--- config.mk ---
export PLATFORM = sky130hd
export DESIGN_NAME = mux_rr_arbiter_flat
export DESIGN_NICKNAME = d
export VERILOG_FILES = /design/src/rtl/mux_rr_arbiter_if.sv /design/src/rtl/mux_rr_arbiter.sv /design/src/flat_wrapper.sv
export SDC_FILE = /design/constraint.sdc
export NUM_CORES = 1
export LEC_CHECK = 0
export CAP_MARGIN = 0
export CORE_AREA = 2 2 97 71
export CTS_BUF_LIST = sky130_fd_sc_hd__clkbuf_4 sky130_fd_sc_hd__clkbuf_8 sky130_fd_sc_hd__clkbuf_16
export DETAILED_ROUTE_END_ITERATION = 10
export DIE_AREA = 0 0 99 73
export HOLD_SLACK_MARGIN = 0.15
export MAX_ROUTING_LAYER = met4
export PLACE_DENSITY = 0.85
export SLEW_MARGIN = 20
export SYNTH_ARGS = -nofsm -noshare
export SYNTH_HDL_FRONTEND = slang
export SYNTH_SLANG_ARGS = --single-unit
--- constraint.sdc ---
create_clock -name clk -period 4.7 [get_ports clk]
set_clock_uncertainty 0.1 [all_clocks]
set_input_delay 0.47 -clock clk [delete_from_list [all_inputs] [get_ports clk]]
set_output_delay 0.47 -clock clk [all_outputs]
set_load 0.05 [all_outputs]
--- src/rtl/mux_rr_arbiter_if.sv ---
// Requester/downstream bundle for the round-robin pixel arbiter.
// master: arbiter side; slave: producer/consumer side.
interface mux_rr_arbiter_if;
    localparam int unsigned LANES = 8;
    localparam int unsigned PIX_W = 8;
    localparam int unsigned IDX_W = 3;

    logic [LANES-1:0]       req_i;
    logic [LANES*PIX_W-1:0] pix_i;
    logic [LANES-1:0]       gnt_o;
    logic [IDX_W-1:0]       sel_o;
    logic [PIX_W-1:0]       o_data;
    logic                   o_valid;
    logic                   o_ready;
    logic                   busy_o;

    modport master (
        input  req_i, pix_i, o_ready,
        output gnt_o, sel_o, o_data, o_valid, busy_o
    );

    modport slave (
        output req_i, pix_i, o_ready,
        input  gnt_o, sel_o, o_data, o_valid, busy_o
    );
endinterface

--- src/rtl/mux_rr_arbiter.sv ---
// Round-robin arbiter sharing one 8-lane pixel select path, with bounded
// burst ownership and a registered valid/ready output stage.
module mux_rr_arbiter #(
    parameter int unsigned BURST = 4
) (
    input  logic              clk,
    input  logic              rst,
    mux_rr_arbiter_if.master  bus
);
    localparam int unsigned LANES = 8;
    localparam int unsigned PIX_W = 8;
    localparam int unsigned IDX_W = 3;
    localparam int unsigned CNT_W = 5;

    typedef enum logic {ST_IDLE, ST_BURST} state_e;

    state_e             state_q, state_d;
    logic [IDX_W-1:0]   ptr_q, ptr_d;
    logic [CNT_W-1:0]   cnt_q, cnt_d;
    logic [IDX_W-1:0]   sel_q, sel_d;
    logic [PIX_W-1:0]   data_q, data_d;
    logic               valid_q, valid_d;

    logic               accept_c;
    logic               win_found_c;
    logic [IDX_W-1:0]   win_idx_c;
    logic               cap_c;
    logic [IDX_W-1:0]   cap_lane_c;
    logic [LANES-1:0]   gnt_c;

    assign accept_c = ~valid_q | bus.o_ready;

    // First requester at or after ptr; descending scan lets the nearest one win.
    always_comb begin
        win_found_c = 1'b0;
        win_idx_c   = '0;
        for (int k = int'(LANES) - 1; k >= 0; k--) begin
            if (bus.req_i[ptr_q + IDX_W'(k)]) begin
                win_found_c = 1'b1;
                win_idx_c   = ptr_q + IDX_W'(k);
            end
        end
    end

    always_comb begin
        state_d    = state_q;
        ptr_d      = ptr_q;
        cnt_d      = cnt_q;
        sel_d      = sel_q;
        data_d     = data_q;
        valid_d    = valid_q;
        cap_c      = 1'b0;
        cap_lane_c = '0;

        if (accept_c) begin
            case (state_q)
                ST_IDLE: begin
                    if (win_found_c) begin
                        cap_c      = 1'b1;
                        cap_lane_c = win_idx_c;
                        cnt_d      = CNT_W'(1);
                        if (BURST == 1) begin
                            ptr_d = win_idx_c + IDX_W'(1);
                        end else begin
                            state_d = ST_BURST;
                        end
                    end else begin
                        valid_d = 1'b0;
                    end
                end
                ST_BURST: begin
                    if (bus.req_i[sel_q]) begin
                        cap_c      = 1'b1;
                        cap_lane_c = sel_q;
                        cnt_d      = cnt_q + CNT_W'(1);
                        if (cnt_q + CNT_W'(1) == CNT_W'(BURST)) begin
                            ptr_d   = sel_q + IDX_W'(1);
                            state_d = ST_IDLE;
                        end
                    end else begin
                        // Owner released early: drop the consumed beat, one bubble.
                        valid_d = 1'b0;
                        ptr_d   = sel_q + IDX_W'(1);
                        state_d = ST_IDLE;
                    end
                end
                default: state_d = ST_IDLE;
            endcase
        end

        if (cap_c) begin
            sel_d   = cap_lane_c;
            data_d  = bus.pix_i[{cap_lane_c, 3'b000} +: PIX_W];
            valid_d = 1'b1;
        end
    end

    assign gnt_c = cap_c ? (LANES'(1) << cap_lane_c) : '0;

    always_ff @(posedge clk or posedge rst) begin
        if (rst) begin
            state_q <= ST_IDLE;
            ptr_q   <= '0;
            cnt_q   <= '0;
            sel_q   <= '0;
            data_q  <= '0;
            valid_q <= 1'b0;
        end else begin
            state_q <= state_d;
            ptr_q   <= ptr_d;
            cnt_q   <= cnt_d;
            sel_q   <= sel_d;
            data_q  <= data_d;
            valid_q <= valid_d;
        end
    end

    assign bus.gnt_o   = rst ? '0 : gnt_c;
    assign bus.sel_o   = sel_q;
    assign bus.o_data  = data_q;
    assign bus.o_valid = valid_q;
    assign bus.busy_o  = (state_q == ST_BURST);
endmodule
--- src/flat_wrapper.sv ---
// flat-port wrapper written by rule: the top's interface ports become plain ports
module mux_rr_arbiter_flat 
#(
    parameter int unsigned BURST = 4
)
  (clk, rst, bus_req_i, bus_pix_i, bus_o_ready, bus_gnt_o, bus_sel_o, bus_o_data, bus_o_valid, bus_busy_o);
  mux_rr_arbiter_if bus_i ();
  input  logic clk;
  input  logic rst;
  input wire logic [$bits(bus_i.req_i)-1:0] bus_req_i;
  input wire logic [$bits(bus_i.pix_i)-1:0] bus_pix_i;
  input wire logic [$bits(bus_i.o_ready)-1:0] bus_o_ready;
  output wire logic [$bits(bus_i.gnt_o)-1:0] bus_gnt_o;
  output wire logic [$bits(bus_i.sel_o)-1:0] bus_sel_o;
  output wire logic [$bits(bus_i.o_data)-1:0] bus_o_data;
  output wire logic [$bits(bus_i.o_valid)-1:0] bus_o_valid;
  output wire logic [$bits(bus_i.busy_o)-1:0] bus_busy_o;
  assign bus_i.req_i = bus_req_i;
  assign bus_i.pix_i = bus_pix_i;
  assign bus_i.o_ready = bus_o_ready;
  assign bus_gnt_o = bus_i.gnt_o;
  assign bus_sel_o = bus_i.sel_o;
  assign bus_o_data = bus_i.o_data;
  assign bus_o_valid = bus_i.o_valid;
  assign bus_busy_o = bus_i.busy_o;
  mux_rr_arbiter #(.BURST(BURST)) u_core (.clk(clk), .rst(rst), .bus(bus_i));
endmodule
==> reports/qor.csv <==
stage,metric,value,unit
critical_path,"Arr. time, crit path",3880,ps
route,violation count after the first detailed-routing iteration,365,
cells_and_area,diode insertion count for antenna repair,0,
placed_design,port buffer count,95,
critical_path,setup slack on the worst flop-to-flop path,540,ps
flow_run,number of maximum-capacitance violations,0,
synthesis,mux share of post-synthesis cell area,24.5,%
power_and_ir_drop,Peak VDD IR,0.499,mV
hold_path,WHS Path Cells,2,
synthesis,most frequently used cell type in the post-synthesis netlist,nor2_1,
placed_design,routability congestion estimate,0.971,
route,count of antenna-violating nets left after detailed routing,0,
cts,clock input transition at the sequential cells of the worst setup and hold paths,80,ps
timing,Final Hold Viols,0,
grt,global-route congestion overflow total,0,
floorplan,core area,0.00641,sq mm
synthesis,fraction of synthesized cell area in xor and xnor cells,3.34,%
synthesis,flop and latch count out of synthesis,21,
cts,largest buffer count on any clock path,2,
hold_path,worst hold path type,register to register,
synthesis,mean post-synth cell area,8.12,sq um
synthesis,ys flop type,dfrtp_1,
timing,worst rel slew slack,44.6,%
timing,Max Clock Freq,225,MHz
critical_path,Worst Path Max Fanout,11,
synthesis,cell accounting for the most synthesized area,dfrtp_1,
synthesis,"Warnings, synthesis",0,
cts,clock network latency to the later pin of the worst-skew pair,270,ps
placed_design,cell total after placement,512,
hold_path,end point of the worst hold path,u_core.bus.o_data[6],
critical_path,startpoint of the worst register-to-register path,u_core.ptr_q[1],
timing,Tmin final,4450,ps
cells_and_area,final-stage net count,515,
cells_and_area,post-route non-filler standard cell count,516,
floorplan,Initial Util,44.4,%
timing,Slew @ Worst Pin,830,ps
timing,Post-Route Hold Slack,457,ps
power_and_ir_drop,leakage power summed over all cells,1.59,nW
power_and_ir_drop,power density over cell area,836,mW/mm^2
synthesis,ys async rst share,100,%
route,vias after detailed routing,3108,
cts,CTS root buffer,clkbuf_8,
route,average routed wire per standard cell,18.3,microns
critical_path,CP Data Required Time,4130,ps
cts,CTS Sinks,21,
floorplan,Die Outline Area,0.00723,sq mm
cts,number of buffers inserted during clock tree synthesis,3,
floorplan,number of primary I/O pins,96,
critical_path,Worst setup EP type,primary output,
critical_path,chain of cells forming the critical path,"inv_1, ha_2, buf_4, mux4_2, a21oi_1, a22o_1, or3b_1, nand2b_1, o31ai_1, or3_1, nor2_1, buf_12",
cells_and_area,area grow syn2layout,39.9,%
grt,number of global-route vias before repair,2910,
synthesis,cells taking the most area after synthesis,"dfrtp_1, mux4_2, mux2i_1",
grt,pin count of the biggest net entering global routing,36,
synthesis,post-synthesis sequential area ratio,18.4,%
cells_and_area,layout cells sized above 1,14.0,%
critical_path,R2R cell count,13,
synthesis,count of flip-flops with a built-in enable after synthesis,0,
timing,Slew Limit Fails,0,
synthesis,unique cell type count in the Yosys netlist,53,
timing,post-route clock period utilization,94.7,%
grt,initial antenna violation count,0,
synthesis,"post-synthesis share of cell area spent on and, or, nand and nor gates",22.9,%
timing,unrepaired setup endpoints after global routing,false,
critical_path,type of the setup path with the least slack,register to primary output,
grt,aggregate global-route resource usage,26.1,%
synthesis,main combinational cell family by area after synthesis,multiplexers,
route,Pre-antenna DRT Iters,5,
route,number of design rule violations left after detail routing,0,
grt,global-route wire length before repair,14700,microns
synthesis,portion of synthesized cell area occupied by the leading cell type,18.4,%
route,"wirelength, routed",9430,microns
synthesis,combined area of all synthesized cells,0.00285,sq mm
run_status,outcome,completed,
route,vias per inst,6.02,
synthesis,Synth top cells by count,"nor2_1, nand2_1, mux2i_1",
placed_design,half-perimeter wire length after placement,7460,microns
critical_path,slowest cell delay on critical path,540,ps
timing,final setup violation count,0,
critical_path,startpoint type of the worst setup path,register,
synthesis,compound-cell area share of the yosys netlist,22.7,%
critical_path,category of cells accounting for the largest share of critical-path delay,simple AND/OR/NAND/NOR gates,
cells_and_area,final-layout fill cell count,504,
synthesis,post-synth net total,430,
floorplan,total number of placement rows,25,
hold_path,Min-Delay Startpoint,u_core.bus.o_data[6],
cts,"Hold-fix buffers, CTS",0,
cells_and_area,"Core Util, Final",62.2,%
critical_path,CP Buf/Inv Count,3,
power_and_ir_drop,Tot Pwr,3.33,mW
cts,number of H-tree branching levels,1,
synthesis,number of standard cells after synthesis,351,
critical_path,Reg-to-Reg End,u_core.bus.o_data[2],
critical_path,standard cell with the maximum stage delay on the critical path,mux4_2,
cts,clock tree from TritonCTS,done,
synthesis,fraction of the mapped netlist area in adder cells,1.76,%
floorplan,overall die width,99,microns
floorplan,Die Y,73,microns
[through the flow]
step	area [sq um]	setup TNS [ps]	setup slack, ps
final	3990	0	250
after floorplan	2860	-248	-97.8
after global routing	3990	0	72.5
after global placement	3930	0	502
after detailed placement	3930	0	404
after CTS	3980	0	146
[flip-flops by register name (all words and copies together), names as in the netlist]
| register | count |
|---|---|
| u_core.cnt_q | 5 |
| u_core.bus.sel_o | 3 |
| u_core.ptr_q | 3 |
| u_core.bus.busy_o | 1 |
| u_core.bus.o_data | 8 |
| u_core.bus.o_valid | 1 |
[worst min-delay path: cells and delay by family (launching register included)]
family / cells / cell delay (ps)
flops: 1 / 380
simple gates: 2 / 150
[worst max-delay path by stage]
stage	startpoint	end	slack, ps	cells after the start
2_1_floorplan	u_core.ptr_q[0]	bus_gnt_o[2]	-100	14
3_3_place_gp	u_core.ptr_q[1]	bus_gnt_o[6]	500	13
3_5_place_dp	bus_req_i[2]	u_core.bus.o_data[2]	400	11
4_1_cts	u_core.ptr_q[1]	bus_gnt_o[6]	150	13
5_1_grt	u_core.ptr_q[1]	bus_gnt_o[6]	70	13
6_report	u_core.ptr_q[1]	bus_gnt_o[0]	250	12
[report_power, final]
part | total (mW) | internal (mW) | leakage, nW | switching, mW
Clock | 0.129 | 0.0601 | 0.0217 | 0.0685
Sequential | 0.375 | 0.269 | 0.247 | 0.105
Combinational | 2.83 | 1.17 | 1.32 | 1.65
Total | 3.33 | 1.50 | 1.59 | 1.83
[cell type report]
cell class	instances	area, sq um	area share [%]
clock inverter	1	7.51	0.188
tap	81	101	2.54
sequential	21	526	13.2
clock buffer	3	41.3	1.04
timing repair buffer	109	1110	27.9
multi-input combinational	290	2160	54.2
inverter	11	41.3	1.04
[placed cells by master (no fill, tap or decap), types with 4 or more instances in the layout]
master,instances
a2111oi_1,5
a211oi_1,14
a21oi_1,12
a22o_1,4
buf_12,6
buf_4,16
clkdlybuf4s50_1,87
dfrtp_1,21
inv_1,10
mux2_2,8
mux2i_1,28
mux4_2,14
nand2_1,29
nand2b_1,8
nand3_1,7
nand4_1,4
nor2_1,46
nor2b_1,8
nor3_1,19
o211ai_1,7
o21ai_0,17
o22ai_1,4
or3_1,5
xor2_1,6
[metal layers]
layer / vias up / global-route usage (%) / part of all wire [%] / routed length, microns
met1: 1476 / 37.4 / 44 / 4180
met5: - / - / 0 / 0
met4: 0 / 4.41 / 1.1 / 102
li1: 1471 / - / - / -
met2: 147 / 39.9 / 47 / 4470
met3: 14 / 4.02 / 7.2 / 680
[logic make-up after synthesis]
logic type,Yosys count
flip-flops,21
AO/OA/AOI/OAI,88
buffers and inverters,40
multiplexers,51
AND/OR/NAND/NOR,137
XOR/XNOR,10
adder cells (fa/ha/maj),4
[what timing repair did]
action,4_1_cts,5_1_grt
setup endpoints to repair,0,4
setup buffers,0,0
resized for setup,0,2
No activity file was read; power rests on OpenSTA's default activity.
